File: config.mk
export PLATFORM = sky130hd
export DESIGN_NAME = div_32
export DESIGN_NICKNAME = d
export VERILOG_FILES = /design/src/rtl/div_pkg.sv /design/src/rtl/div_sub_33.sv /design/src/rtl/div_32.sv
export SDC_FILE = /design/constraint.sdc
export NUM_CORES = 1
export LEC_CHECK = 0
export ABC_AREA = 1
export BUFFER_PORTS_ARGS = -buffer_cell sky130_fd_sc_hd__buf_2
export CORE_UTILIZATION = 50
export DETAILED_ROUTE_END_ITERATION = 7
export GPL_TIMING_DRIVEN = 0
export PLACE_DENSITY = 0.7
export SETUP_SLACK_MARGIN = 0.15
export SKIP_CTS_REPAIR_TIMING = 1
export SLEW_MARGIN = 20
export SYNTH_ARGS = -nofsm -noshare
export SYNTH_HDL_FRONTEND = slang
export SYNTH_SLANG_ARGS = --single-unit
File: constraint.sdc
create_clock -name clk -period 3 [get_ports clk]
set_input_delay 0.6 -clock clk [delete_from_list [all_inputs] [get_ports clk]]
set_output_delay 0.6 -clock clk [all_outputs]
set_load 0.05 [all_outputs]
File: src/rtl/div_pkg.sv
// Shared types and constants for the multi-cycle restoring divider.
package div_pkg;

  typedef enum logic [1:0] {
    DIV_IDLE = 2'd0,
    DIV_CALC = 2'd1,
    DIV_FIX  = 2'd2,
    DIV_DONE = 2'd3
  } div_state_t;

  localparam int unsigned DIV_WIDTH     = 32;
  localparam int unsigned DIV_ITER      = 32;
  localparam logic [31:0] DIV_ZERO_QUOT = 32'hFFFF_FFFF;

endpackage

File: src/rtl/div_sub_33.sv
// Combinational trial subtractor; borrow is the sign bit of the difference.
module div_sub_33 #(
  parameter int unsigned W = 33
) (
  input  logic [W-1:0] i_a,
  input  logic [W-1:0] i_b,
  output logic [W-1:0] o_diff,
  output logic         o_borrow
);

  assign o_diff   = i_a - i_b;
  assign o_borrow = o_diff[W-1];

endmodule

File: src/rtl/div_32.sv
// Multi-cycle restoring divider (DIVU, plus DIV when DIV_SIGNED_EN is defined).
// Start/busy/done handshake; results registered and held until the next result.
module div_32
  import div_pkg::*;
#(
  parameter int unsigned WIDTH = DIV_WIDTH
) (
  input  logic             clk,
  input  logic             rst_n,
  input  logic             start,
  input  logic             is_signed,
  input  logic [WIDTH-1:0] dividend,
  input  logic [WIDTH-1:0] divisor,
  output logic             busy,
  output logic             done,
  output logic [WIDTH-1:0] quotient,
  output logic [WIDTH-1:0] remainder,
  output logic             div_zero
);

  div_state_t       r_state;
  logic [WIDTH:0]   r_rem;
  logic [WIDTH-1:0] r_q;
  logic [WIDTH-1:0] r_d;
  logic [5:0]       r_cnt;
  logic             r_busy;
  logic             r_done;
  logic             r_dz;
  logic [WIDTH-1:0] r_quot;
  logic [WIDTH-1:0] r_remd;

  logic [WIDTH:0]   w_shift;
  logic [WIDTH:0]   w_trial;
  logic             w_borrow;
  logic [WIDTH:0]   w_rem_nxt;
  logic [WIDTH-1:0] w_q_nxt;
  logic [WIDTH-1:0] w_a_mag;
  logic [WIDTH-1:0] w_b_mag;
  logic             w_unused;

`ifdef DIV_SIGNED_EN
  logic r_sgn;
  logic r_neg_q;
  logic r_neg_r;

  assign w_a_mag  = (is_signed && dividend[WIDTH-1]) ? -dividend : dividend;
  assign w_b_mag  = (is_signed && divisor[WIDTH-1])  ? -divisor  : divisor;
  assign w_unused = r_rem[WIDTH];
`else
  assign w_a_mag  = dividend;
  assign w_b_mag  = divisor;
  assign w_unused = ^{is_signed, r_rem[WIDTH]};
`endif

  assign w_shift   = {r_rem[WIDTH-1:0], r_q[WIDTH-1]};
  assign w_rem_nxt = w_borrow ? w_shift : w_trial;
  assign w_q_nxt   = {r_q[WIDTH-2:0], ~w_borrow};

  div_sub_33 #(.W(WIDTH + 1)) u_sub (
    .i_a      (w_shift),
    .i_b      ({1'b0, r_d}),
    .o_diff   (w_trial),
    .o_borrow (w_borrow)
  );

  always_ff @(posedge clk or negedge rst_n) begin
    if (!rst_n) begin
      r_state <= DIV_IDLE;
      r_rem   <= '0;
      r_q     <= '0;
      r_d     <= '0;
      r_cnt   <= '0;
      r_busy  <= 1'b0;
      r_done  <= 1'b0;
      r_dz    <= 1'b0;
      r_quot  <= '0;
      r_remd  <= '0;
`ifdef DIV_SIGNED_EN
      r_sgn   <= 1'b0;
      r_neg_q <= 1'b0;
      r_neg_r <= 1'b0;
`endif
    end else begin
      r_done <= 1'b0;
      unique case (r_state)
        DIV_IDLE, DIV_DONE: begin
          if (start) begin
            r_rem <= '0;
            r_q   <= w_a_mag;
            r_d   <= w_b_mag;
            r_cnt <= '0;
`ifdef DIV_SIGNED_EN
            r_sgn   <= is_signed;
            r_neg_q <= is_signed & (dividend[WIDTH-1] ^ divisor[WIDTH-1]);
            r_neg_r <= is_signed & dividend[WIDTH-1];
`endif
            // Zero divisor skips the iteration and reports the raw dividend.
            if (divisor == '0) begin
              r_state <= DIV_DONE;
              r_busy  <= 1'b0;
              r_done  <= 1'b1;
              r_quot  <= DIV_ZERO_QUOT;
              r_remd  <= dividend;
              r_dz    <= 1'b1;
            end else begin
              r_state <= DIV_CALC;
              r_busy  <= 1'b1;
            end
          end else begin
            r_state <= DIV_IDLE;
            r_busy  <= 1'b0;
          end
        end
        DIV_CALC: begin
          r_rem <= w_rem_nxt;
          r_q   <= w_q_nxt;
          r_cnt <= r_cnt + 6'd1;
          if (r_cnt == 6'(DIV_ITER - 1)) begin
`ifdef DIV_SIGNED_EN
            if (r_sgn) begin
              r_state <= DIV_FIX;
            end else begin
              r_state <= DIV_DONE;
              r_busy  <= 1'b0;
              r_done  <= 1'b1;
              r_quot  <= w_q_nxt;
              r_remd  <= w_rem_nxt[WIDTH-1:0];
              r_dz    <= 1'b0;
            end
`else
            r_state <= DIV_DONE;
            r_busy  <= 1'b0;
            r_done  <= 1'b1;
            r_quot  <= w_q_nxt;
            r_remd  <= w_rem_nxt[WIDTH-1:0];
            r_dz    <= 1'b0;
`endif
          end
        end
`ifdef DIV_SIGNED_EN
        DIV_FIX: begin
          r_state <= DIV_DONE;
          r_busy  <= 1'b0;
          r_done  <= 1'b1;
          r_quot  <= r_neg_q ? -r_q : r_q;
          r_remd  <= r_neg_r ? -r_rem[WIDTH-1:0] : r_rem[WIDTH-1:0];
          r_dz    <= 1'b0;
        end
`endif
        default: begin
          r_state <= DIV_IDLE;
          r_busy  <= 1'b0;
        end
      endcase
    end
  end

  assign busy      = r_busy;
  assign done      = r_done;
  assign quotient  = r_quot;
  assign remainder = r_remd;
  assign div_zero  = r_dz;

endmodule

======== After elaboration in Yosys (flattened, before gate mapping) ========
Cells that the tools add are included.
storage, ports and cells
  bits in registers ....................... 171
  word-level logic and storage cells ...... 56
  output and inout bits ................... 67
cells by class
  reductions and logical operators ........ 7
  bitwise logic cells ..................... 1
  equality and inequality tests ........... 6
  multiplexer cells ....................... 30
  add/sub/neg operators ................... 2
operators by type and width
  kind                                                              count
  32-bit two-way mux                                                9
  32-bit case mux with 2 select lines                               4
  33-bit by 32-bit subtractor with 33-bit output                    1
  32-bit zero test                                                  1
  6-bit case mux with 2 select lines                                1
  1-bit two-way mux                                                 8
  6-bit by 1-bit adder with 6-bit output (second input constant)    1
  6-bit by 5-bit == test with 1-bit output (second input constant)  1
  2-bit two-way mux                                                 3
  6-bit two-way mux                                                 1
  2-bit != test (second input constant)                             3
  1-bit case mux with 2 select lines                                3
  2-bit case mux with 2 select lines                                1
  2-bit AND reduction                                               2
  4-bit AND reduction                                               1
  2-bit by 1-bit == test with 1-bit output (second input constant)  1
  2-bit == test (second input constant)                             1
  2-bit zero test                                                   1
  2-bit nonzero test                                                1
  2-bit OR reduction                                                1
  1-bit inverter                                                    1

======== Depth between registers and ports, before layout ========
Gate-level depths: netlist of run 1.
  depth in word-level cells ............... 4
  gate-level depth with buffers ........... 19
  gate-level depth less buffers ........... 18

======== By module ========
A second synthesis of run 1 with hierarchy kept.
unflattened totals
  cells, all modules ...................... 1509
  area total of the unflattened synthesis .. 10381.2 sq um
by module, submodules not included
  module      sequential area each (sq um)  instances  cells each  area each (sq um)
  div_32      4279.1                        1          949         7770.0
  div_sub_33  0.0                           1          560         2611.3

======== Least setup slack after synthesis of run 1 ========
Ideal clock, no wire load.
  path kind ............................... register to register
  from .................................... reg r_q[31]
  to ...................................... reg r_remd[10] (netlist: remainder[10])
  path buffers ............................ 1
  arrival ................................. 2113 ps
  required time ........................... 2937 ps
  period minus slack after synthesis ...... 2176 ps
  slack ................................... 824 ps
  cell stages (with the launch flop) ...... 19
  cell sequence ........................... dfrtp_1 inv_1 ha_1 inv_1 fa_1 nand2_1 nand2_1 nand3_2 nand2_2 nand2_2 nand2_4 nand2_4 nand3_1 nand2_4 buf_12 nand3_2 nand3_1 nand2_1 inv_1
between the ends
  word-level cells in the longest chain between the ends .. 4
RTL lines
  item                                            RTL line          source
  start: declaration                              div_32.sv:23      logic [WIDTH-1:0] r_q;
  start signal: assignment                        div_32.sv:89      r_q <= w_a_mag;
  start signal: assignment                        div_32.sv:116     r_q <= w_q_nxt;
  33-bit by 32-bit subtractor with 33-bit output  div_sub_33.sv:11  assign o_diff = i_a - i_b;
  32-bit two-way mux                              div_32.sv:56      assign w_rem_nxt = w_borrow ? w_shift : w_trial;
  32-bit two-way mux                              div_32.sv:118     if (r_cnt == 6'(DIV_ITER - 1)) begin
  32-bit case mux with 2 select lines             div_32.sv:85      unique case (r_state)
  end signal: assignment                          div_32.sv:103     r_remd <= dividend;
  end signal: assignment                          div_32.sv:135     r_remd <= w_rem_nxt[WIDTH-1:0];
  end: declaration                                div_32.sv:30      logic [WIDTH-1:0] r_remd;
Every way passes these cells. The select of a mux whose other input is x is not followed.
A chain may end at the register's enable or synchronous reset.

======== Final worst setup path of run 1 ========
  from .................................... reg r_q[31]
  to ...................................... reg r_remd[12] (netlist: remainder[12])
Same word-level chain as after synthesis.

==> results of run 1 <==
cell usage after synthesis, drive strengths merged:
| library cell | count |
|---|---|
| xnor2 | 1 |
| a31oi | 31 |
| mux2 | 1 |
| nand4 | 15 |
| inv | 314 |
| clkbuf | 31 |
| buf | 29 |
| a21oi | 22 |
| a21boi | 1 |
| o21ai | 100 |
| a21o | 2 |
| nand2 | 537 |
| nor3 | 11 |
| nand3 | 124 |
| and2 | 5 |
| nor2 | 118 |
| ha | 35 |
| nor3b | 1 |
| xor2 | 14 |
| dfrtp | 171 |
| or2 | 33 |
| o22ai | 2 |
| fa | 1 |
| o21bai | 1 |
power by group through the flow:
stage | registers (mW) | logic [mW] | clock network [mW]
after floorplan | 5.12 | 4.68 | 0
after global placement | 3.71 | 7.99 | 0
after detailed placement | 3.75 | 8.11 | 0
after CTS | 3.71 | 8.17 | 2.28
after global routing | 3.82 | 9.11 | 2.38
final | 3.71 | 8.17 | 2.27
final cells by class:
class / count / area, um2 / area share, %
inverters: 314 / 1180 / 9.31
plain buffers: 60 / 337 / 2.66
repair buffers: 135 / 731 / 5.77
flip-flops and latches: 171 / 4280 / 33.8
well taps: 275 / 344 / 2.72
clock inverters: 15 / 174 / 1.37
clock buffers: 17 / 425 / 3.36
multi-input cells: 1055 / 5190 / 41.0
worst min path at each step:
stage | from | to | slack [ps] | depth (start not counted)
floorplan | rst_n | busy$_DFFE_PN0N_ | 300 | 0
global placement | r_d[2]$_DFFE_PN0P_ | r_d[2]$_DFFE_PN0P_ | 470 | 2
detailed placement | r_d[25]$_DFFE_PN0P_ | r_d[25]$_DFFE_PN0P_ | 470 | 2
CTS | rst_n | quotient[7]$_DFFE_PN0P_ | 70 | 1
global route | rst_n | quotient[7]$_DFFE_PN0P_ | 80 | 1
finish | rst_n | quotient[7]$_DFFE_PN0P_ | 50 | 1
sequential cells by signal (all words and copies together), names as in the netlist:
signal,flops
r_state,2
r_q,32
r_rem,32
r_cnt,6
remainder,32
div_zero,1
done,1
busy,1
r_d,32
quotient,32
routing by layer:
| layer | part of all wire (%) | track usage (%) |
|---|---|---|
| met1 | 47 | 37.3 |
| met4 | 1.7 | 7.83 |
| met2 | 45 | 45.3 |
| met5 | 0 | 0 |
| met3 | 5.8 | 3.91 |
metrics by stage:
step / setup TNS, ps / instances / utilization [%]
2_1_floorplan: 0 / 1600 / -
3_3_place_gp: -211960 / 2008 / 56.3
3_5_place_dp: 0 / 2010 / 56.7
4_1_cts: 0 / 2042 / 59.5
5_1_grt: 0 / 2042 / 59.5
6_report: 0 / 2042 / 59.5
cell families after synthesis:
kind of cell | after synthesis | synth area share, %
AO/OA/AOI/OAI | 159 | 7.88
AND/OR/NAND/NOR | 844 | 33.9
flip-flops | 171 | 39.0
adder cells (fa/ha/maj) | 36 | 4.17
XOR/XNOR | 15 | 1.20
multiplexers | 1 | 0.103
buffers and inverters | 374 | 13.8
worst max-delay path: stages (launching register included):
cell and delay [ps]:
dfrtp_1 390, inv_1 100, ha_1 150, inv_1 70
fa_1 390, nand2_1 80, nand2_1 90, nand3_2 90
nand2_2 110, nand2_2 100, nand2_4 60, nand2_4 80
nand3_1 110, nand2_4 140, buf_4 190, nand3_1 100
nand3_1 160, nand2_1 70, inv_1 50
==> qor.csv, run 1 <==
metric,value,unit
Die X,150,um
Layout area overhead,15.2,%
Min Hold Slack,51.3,ps
CP max FO,10,
Rows,53,
filler instances,2026,
Root Driver,clkbuf_16,
Worst Hold Class,input pin to asynchronous set/reset pin,
Worst Setup SP,r_q[31]$_DFFE_PN0P_,
Final Skew,10.9,ps
via total after detailed routing,10100,
dpl hpwl,23200,um
Worst Max-Slew Pin Slew,606,ps
Global Route Usage Sum,27.4,%
final worst path period share,86.1,%
FF-to-FF End,remainder[12]$_DFFE_PN0P_,
Tmin final,2580,ps
status,"finished, final reports clean",
Mapped Cells,1600,
Flop pwr share,26.2,%
DIE HEIGHT,150,um
Yosys top cell area share,39.0,%
Worst-path clk slew,80,ps
"Seq/Total Area, Yosys",39.0,%
Setup crit end,remainder[12]$_DFFE_PN0P_,
Net Sw Power,7.41,mW
first-pass GRT wire length,47500,um
Starting DRT DRC Count,619,
CTS max path bufs,2,
pin count of the biggest net entering global routing,66,
Post-Syn Area,11000,um2
Crit path arrival time,2970,ps
r2r worst-path depth,18,
synth warn,0,
vias per cell,4.93,
RSZ-0062 raised after global routing,no,
DRT Pass-1 Iters,5,
FF-to-FF setup slack,420,ps
area of the core,21300,um2
Worst slew margin,59.6,%
syn nets,1704,
worst vdd ir,0.437,mV
Pint,6.74,mW
ant diodes,0,
DP Worst Slack,235,ps
post-route ant nets,0,
Placer Congestion,0.932,
CTS buffer count,17,
GRT Residual Overflow,0,
most frequent cells in the layout,"nand2_1, inv_1, dfrtp_1",
Post-DP Area,12100,um2
Final #Nets,1858,
Leak Pwr,7.30,nW
P per Cell Area,1120,nW/um2
crit path launch type,flop,
vias in the first global route,9632,
Post-Route WL,29000,um
# Max-Cap Violations,0,
"Power, Total",14.2,mW
FF-to-FF Start,r_q[31]$_DFFE_PN0P_,
drt drc,0,
largest cells by area after synthesis,"dfrtp_1, nand2_1, inv_1",
die area,22600,um2
"commonest non-fill, non-tap cell in the layout",nand2_1,
crit end category,flop,
Clock Sinks,171,
final hold vios,0,
Worst Path Required,3380,ps
power share of the clock group,16.0,%
CTS tree,done,
min setup slack post-route,417,ps
Initial Utilization,51.6,%
max-slew violations,0,
H-tree depth,4,
"Clk Latency, worst-skew pair",440,ps
Mean Syn Cell Area,6.87,um2
largest area contributor in the netlist,dfrtp_1,
switch share,52.4,%
"Design Area, Final",12700,um2
wire per inst,14.2,um
"Worst Path Class, Setup",flop to flop,
combinational share of power,57.8,%
Netlist cell types,38,
fraction of layout cells with a size suffix above 1,16.3,%
FMAX,0.387,GHz
"flops & latches, synth",171,
Port Buffers,133,
Final setup viols,0,
initial antenna violation count,0,
IO Pins,135,
No activity file was read; power rests on OpenSTA's default activity.
==> inputs of run 2 (changes only) <==
Settings changed: RECOVER_POWER from default to 25.
==> qor.csv, run 2 (same netlist as run 1, synthesis figures left out) <==
metric,value,unit,change
status,"complete, but fails checks",,
failing checks,"max-capacitance violations, max-slew violations",,
via total after detailed routing,10100,,-0.089%
worst vdd ir,0.437,mV,about the same
FF-to-FF setup slack,420,ps,about the same
P per Cell Area,1120,nW/um2,about the same
GRT Max-Usage Layer,met2,,
IO Pins,135,,unchanged
switch share,52.4,%,about the same
final hold vios,0,,unchanged
Flop pwr share,26.2,%,about the same
crit path launch type,flop,,
Final #Nets,1858,,unchanged
H-tree depth,4,,unchanged
"commonest non-fill, non-tap cell in the layout",nand2_1,,
FMAX,0.387,GHz,about the same
GR Layer Usage met2,45.3,%,unchanged
CP max FO,10,,unchanged
Tmin final,2580,ps,-0.752 ps
initial antenna violation count,0,,unchanged
final worst path period share,86.1,%,about the same
Final setup viols,0,,unchanged
RSZ-0062 raised after global routing,no,,
Worst slew margin,-56.6,%,-120 points
setup tns final,0,ps,unchanged
"Clk Latency, worst-skew pair",440,ps,about the same
Worst Path Required,3380,ps,about the same
dpl hpwl,23200,um,unchanged
DP Worst Slack,235,ps,unchanged
vias per cell,4.93,,about the same
Worst Max-Slew Pin Slew,2350,ps,+1740 ps
area of the core,21300,um2,unchanged
most frequent cells in the layout,"nand2_1, inv_1, dfrtp_1",,
pin count of the biggest net entering global routing,66,,unchanged
Die X,150,um,unchanged
first-pass GRT wire length,47500,um,unchanged
min setup slack post-route,418,ps,+0.752 ps
Placer Congestion,0.932,,unchanged
Setup crit end,remainder[12]$_DFFE_PN0P_,,
Worst-path clk slew,80,ps,about the same
Clock Sinks,171,,unchanged
Root Driver,clkbuf_16,,
die area,22600,um2,unchanged
CTS max path bufs,2,,unchanged
Rows,53,,unchanged
Global Route Usage Sum,27.4,%,unchanged
Final Skew,10.9,ps,+0.0265 ps
max-slew violations,45,,+45
FF-to-FF Start,r_q[31]$_DFFE_PN0P_,,
CTS buffer count,17,,unchanged
Pint,6.74,mW,about the same
# Max-Cap Violations,1,,+1
post-route ant nets,0,,unchanged
DIE HEIGHT,150,um,unchanged
"Worst Path Class, Setup",flop to flop,,
CTS tree,done,,
FF-to-FF End,remainder[12]$_DFFE_PN0P_,,
Net Sw Power,7.41,mW,about the same
fraction of layout cells with a size suffix above 1,16.2,%,-0.057 points
wire per inst,14.2,um,about the same
Port Buffers,133,,unchanged
met1 usage,37.3,%,unchanged
Initial Utilization,51.6,%,unchanged
combinational share of power,57.7,%,about the same
vias in the first global route,9632,,unchanged
GRT Residual Overflow,0,,unchanged
"Design Area, Final",12700,um2,about the same
Worst Setup SP,r_q[31]$_DFFE_PN0P_,,
Leak Pwr,7.30,nW,about the same
r2r worst-path depth,18,,unchanged
placed cell count,2010,,unchanged
Crit path arrival time,2970,ps,about the same
DRT Pass-1 Iters,6,,+1
Layout area overhead,15.2,%,about the same
Starting DRT DRC Count,619,,unchanged
drt drc,0,,unchanged
ant diodes,0,,unchanged
Worst Hold Class,input pin to flop,,
Final Instance Count excl. Fillers,2042,,unchanged
crit end category,flop,,
power share of the clock group,16.0,%,about the same
Global Route met3 Usage,3.91,%,unchanged
Min Hold Slack,420,ps,+369 ps
Post-DP Area,12100,um2,unchanged
Post-Route WL,29000,um,about the same
-- run 2: through the flow --
step	total power [mW]	util [%]
after floorplan	9.80	-
after global routing	15.3	59.5
final	14.1	59.5
after detailed placement	11.9	56.7
after global placement	11.7	56.3
after CTS	14.1	59.5
-- run 2: worst max-delay path: stages (launching register included) --
cell and delay [ps]:
dfrtp_1 380, inv_1 100, ha_1 150, inv_1 70
fa_1 390, nand2_1 80, nand2_1 90, nand3_2 90
nand2_2 110, nand2_2 100, nand2_4 60, nand2_4 80
nand3_1 110, nand2_4 140, buf_4 190, nand3_1 100
nand3_1 160, nand2_1 70, inv_1 50
-- run 2: how the worst min path moves through the flow --
| stage | slack (ps) | cells after the start | start | endpoint |
|---|---|---|---|---|
| after floorplan | 300 | 0 | rst_n | busy$_DFFE_PN0N_ |
| after global placement | 470 | 2 | r_d[2]$_DFFE_PN0P_ | r_d[2]$_DFFE_PN0P_ |
| after detailed placement | 470 | 2 | r_d[25]$_DFFE_PN0P_ | r_d[25]$_DFFE_PN0P_ |
| after CTS | 70 | 1 | rst_n | quotient[7]$_DFFE_PN0P_ |
| after global routing | 430 | 3 | divisor[26] | r_d[26]$_DFFE_PN0P_ |
| final | 420 | 3 | divisor[29] | r_d[29]$_DFFE_PN0P_ |
-- run 2: layer usage --
metal | wire length, um | vias to the layer above
met5 | 0 | -
met4 | 527 | 0
met3 | 1690 | 38
met2 | 13000 | 292
met1 | 13800 | 4533
li1 | - | 5202
-- run 2: cell type report --
| class | count | area [um2] |
|---|---|---|
| fill | 2027 | 8630 |
| multi-input combinational | 1055 | 5190 |
| sequential | 171 | 4280 |
| inverter | 314 | 1180 |
| timing repair buffer | 135 | 728 |
| clock buffer | 17 | 425 |
| tap | 275 | 344 |
| buffer | 60 | 337 |
| clock inverter | 15 | 174 |
-- run 2: power by group through the flow --
stage	combinational [mW]	sequential (mW)	clock, mW
2_1_floorplan	4.68	5.12	0
3_3_place_gp	7.99	3.71	0
3_5_place_dp	8.11	3.75	0
4_1_cts	8.17	3.71	2.28
5_1_grt	9.11	3.82	2.38
6_report	8.17	3.71	2.27
==> inputs of run 3 (changes only) <==
Settings changed: CORE_ASPECT_RATIO from default to 0.5.
==> qor.csv, run 3 (same netlist as run 1, synthesis figures left out) <==
metric,value,unit,change
status,"complete, but fails checks",,
failing checks,"max-capacitance violations, max-slew violations",,
fraction of layout cells with a size suffix above 1,16.3,%,about the same
placed cell count,2026,,+0.80%
Port Buffers,133,,unchanged
Starting DRT DRC Count,1075,,+74%
switch share,52.5,%,+0.13 points
Final setup viols,0,,unchanged
crit path launch type,flop,,
Placer Congestion,0.891,,-4.4%
H-tree depth,4,,unchanged
dpl hpwl,25700,um,+11%
Worst Path Required,3390,ps,about the same
wire per inst,15.5,um,+9.4%
die area,22600,um2,+0.16%
final worst path period share,87.6,%,+1.5 points
P per Cell Area,1140,nW/um2,+2.2%
CP max FO,10,,unchanged
max-slew violations,83,,+84%
power share of the clock group,16.1,%,about the same
Min Hold Slack,424,ps,+3.34 ps
crit end category,flop,,
Final Instance Count excl. Fillers,2058,,+0.78%
CTS buffer count,17,,unchanged
first-pass GRT wire length,50700,um,+6.7%
DIE HEIGHT,107,um,-29%
vias in the first global route,9597,,-0.36%
CTS tree,done,,
crit-path cells,inv_1 > ha_1 > inv_1 > fa_1 > nand2_1 > nand2_1 > nand3_2 > nand2_2 > nand2_2 > nand2_4 > nand2_4 > nand3_1 > nand2_4 > buf_4 > nand3_1 > nand3_1 > nand2_1 > inv_1,,
drt drc,0,,unchanged
worst vdd ir,0.467,mV,+7.0%
final hold vios,0,,unchanged
"Buf+Inv Stages, Crit Path",4,,unchanged
"Worst Path Class, Setup",flop to flop,,
"Clk Latency, worst-skew pair",450,ps,about the same
post-route ant nets,0,,unchanged
IO Pins,135,,unchanged
# Max-Cap Violations,1,,unchanged
min setup slack post-route,373,ps,-45.0 ps
Clock Sinks,171,,unchanged
Worst-path clk slew,70,ps,about the same
Final Skew,9.83,ps,-1.12 ps
top sig layer,met4,,
Final #Nets,1857,,-0.054%
Rows,37,,-30%
initial antenna violation count,0,,unchanged
Tmin final,2630,ps,+45.0 ps
most frequent cells in the layout,"nand2_1, inv_1, dfrtp_1",,
CP max stage cell,fa_1,,
Worst slew margin,-42.4,%,+14 points
M1 wire length,15700,um,+14%
met2 wire length,13000,um,-0.55%
Leak Pwr,7.29,nW,-0.15%
"delay-heaviest family, CP",simple AND/OR/NAND/NOR gates,,
combinational share of power,57.9,%,+0.2 points
DP Worst Slack,229,ps,-6.14 ps
Pint,6.87,mW,+2.0%
DRT Pass-1 Iters,5,,-1
FMAX,0.381,GHz,-1.7%
GRT Residual Overflow,0,,unchanged
ant diodes,0,,unchanged
RSZ-0062 raised after global routing,no,,
"Power, Total",14.5,mW,+2.2%
Initial Utilization,52.3,%,+0.66 points
area of the core,21000,um2,-1.3%
Post-Route WL,32000,um,+10%
filler instances,2069,,+2.1%
Die X,212,um,+41%
Global Route Usage Sum,29.6,%,+2.2 points
via total after detailed routing,10400,,+3.6%
Crit path arrival time,3020,ps,+50 ps
"commonest non-fill, non-tap cell in the layout",nand2_1,,
Worst Hold Class,input pin to flop,,
Layout area overhead,15.2,%,about the same
max incr delay on CP,400,ps,about the same
pin count of the biggest net entering global routing,90,,+36%
Root Driver,clkbuf_16,,
Net Sw Power,7.60,mW,+2.5%
CTS max path bufs,2,,unchanged
Flop pwr share,26.0,%,-0.2 points
vias per cell,5.07,,+2.8%
DR WL met3,2890,um,+71%
Worst Max-Slew Pin Slew,2140,ps,-214 ps
-- run 3: cell count changes in the layout (fill, tap and decap cells not counted), sizes merged --
cell,before,now
dlymetal6s4s,1,0
buf,163,162
clkbuf,48,52
bufinv,1,2
clkinv,6,2
-- run 3: stage by stage --
stage          setup TNS, ps  utilization (%)  instance area (um2)
2_1_floorplan              0                -                11000
3_3_place_gp         -215560             57.2                12000
3_5_place_dp               0             57.3                12100
4_1_cts                    0             60.3                12700
5_1_grt                    0             60.2                12700
6_report                   0             60.2                12700
-- run 3: final cells by class --
| class | instances | area (um2) | area share (%) |
|---|---|---|---|
| plain buffers | 60 | 337 | 2.66 |
| clock buffers | 20 | 467 | 3.69 |
| clock inverters | 12 | 149 | 1.18 |
| inverters | 314 | 1180 | 9.31 |
| multi-input cells | 1055 | 5190 | 41.0 |
| flip-flops and latches | 171 | 4280 | 33.8 |
| well taps | 292 | 365 | 2.89 |
| repair buffers | 134 | 693 | 5.48 |
-- run 3: tightest hold or removal path, cell delays in order --
cell	delay, ps
buf_2	90
inv_1	50
o21ai_0	80
-- run 3: per-layer routing --
layer | GRT usage, % | vias to the layer above
li1 | - | 5184
met1 | 45.1 | 4844
met2 | 42.9 | 370
met3 | 5.59 | 27
met4 | 7.25 | 0
met5 | 0 | -
-- run 3: power by group through the flow --
stage               clock [mW]  combinational [mW]  sequential (mW)
floorplan                    0                4.68             5.12
global placement             0                8.13             3.74
detailed placement           0                8.28             3.78
CTS                       2.36                8.32             3.75
global route              2.46                9.21             3.85
finish                    2.34                8.37             3.76
-- run 3: worst paths after layout --
| path | start | end | slack [ps] | cells after the start |
|---|---|---|---|---|
| worst min-delay path | divisor[7] | r_d[7]$_DFFE_PN0P_ | 420 | 3 |
| worst max-delay path | r_q[31]$_DFFE_PN0P_ | remainder[14]$_DFFE_PN0P_ | 370 | 18 |
| worst max register to register | r_q[31]$_DFFE_PN0P_ | remainder[14]$_DFFE_PN0P_ | 370 | 18 |
| worst min register to register | r_d[2]$_DFFE_PN0P_ | r_d[2]$_DFFE_PN0P_ | 480 | 2 |
| min in group asynchronous | rst_n | r_d[10]$_DFFE_PN0P_ | 770 | 1 |
| max in group asynchronous | rst_n | quotient[29]$_DFFE_PN0P_ | 910 | 2 |
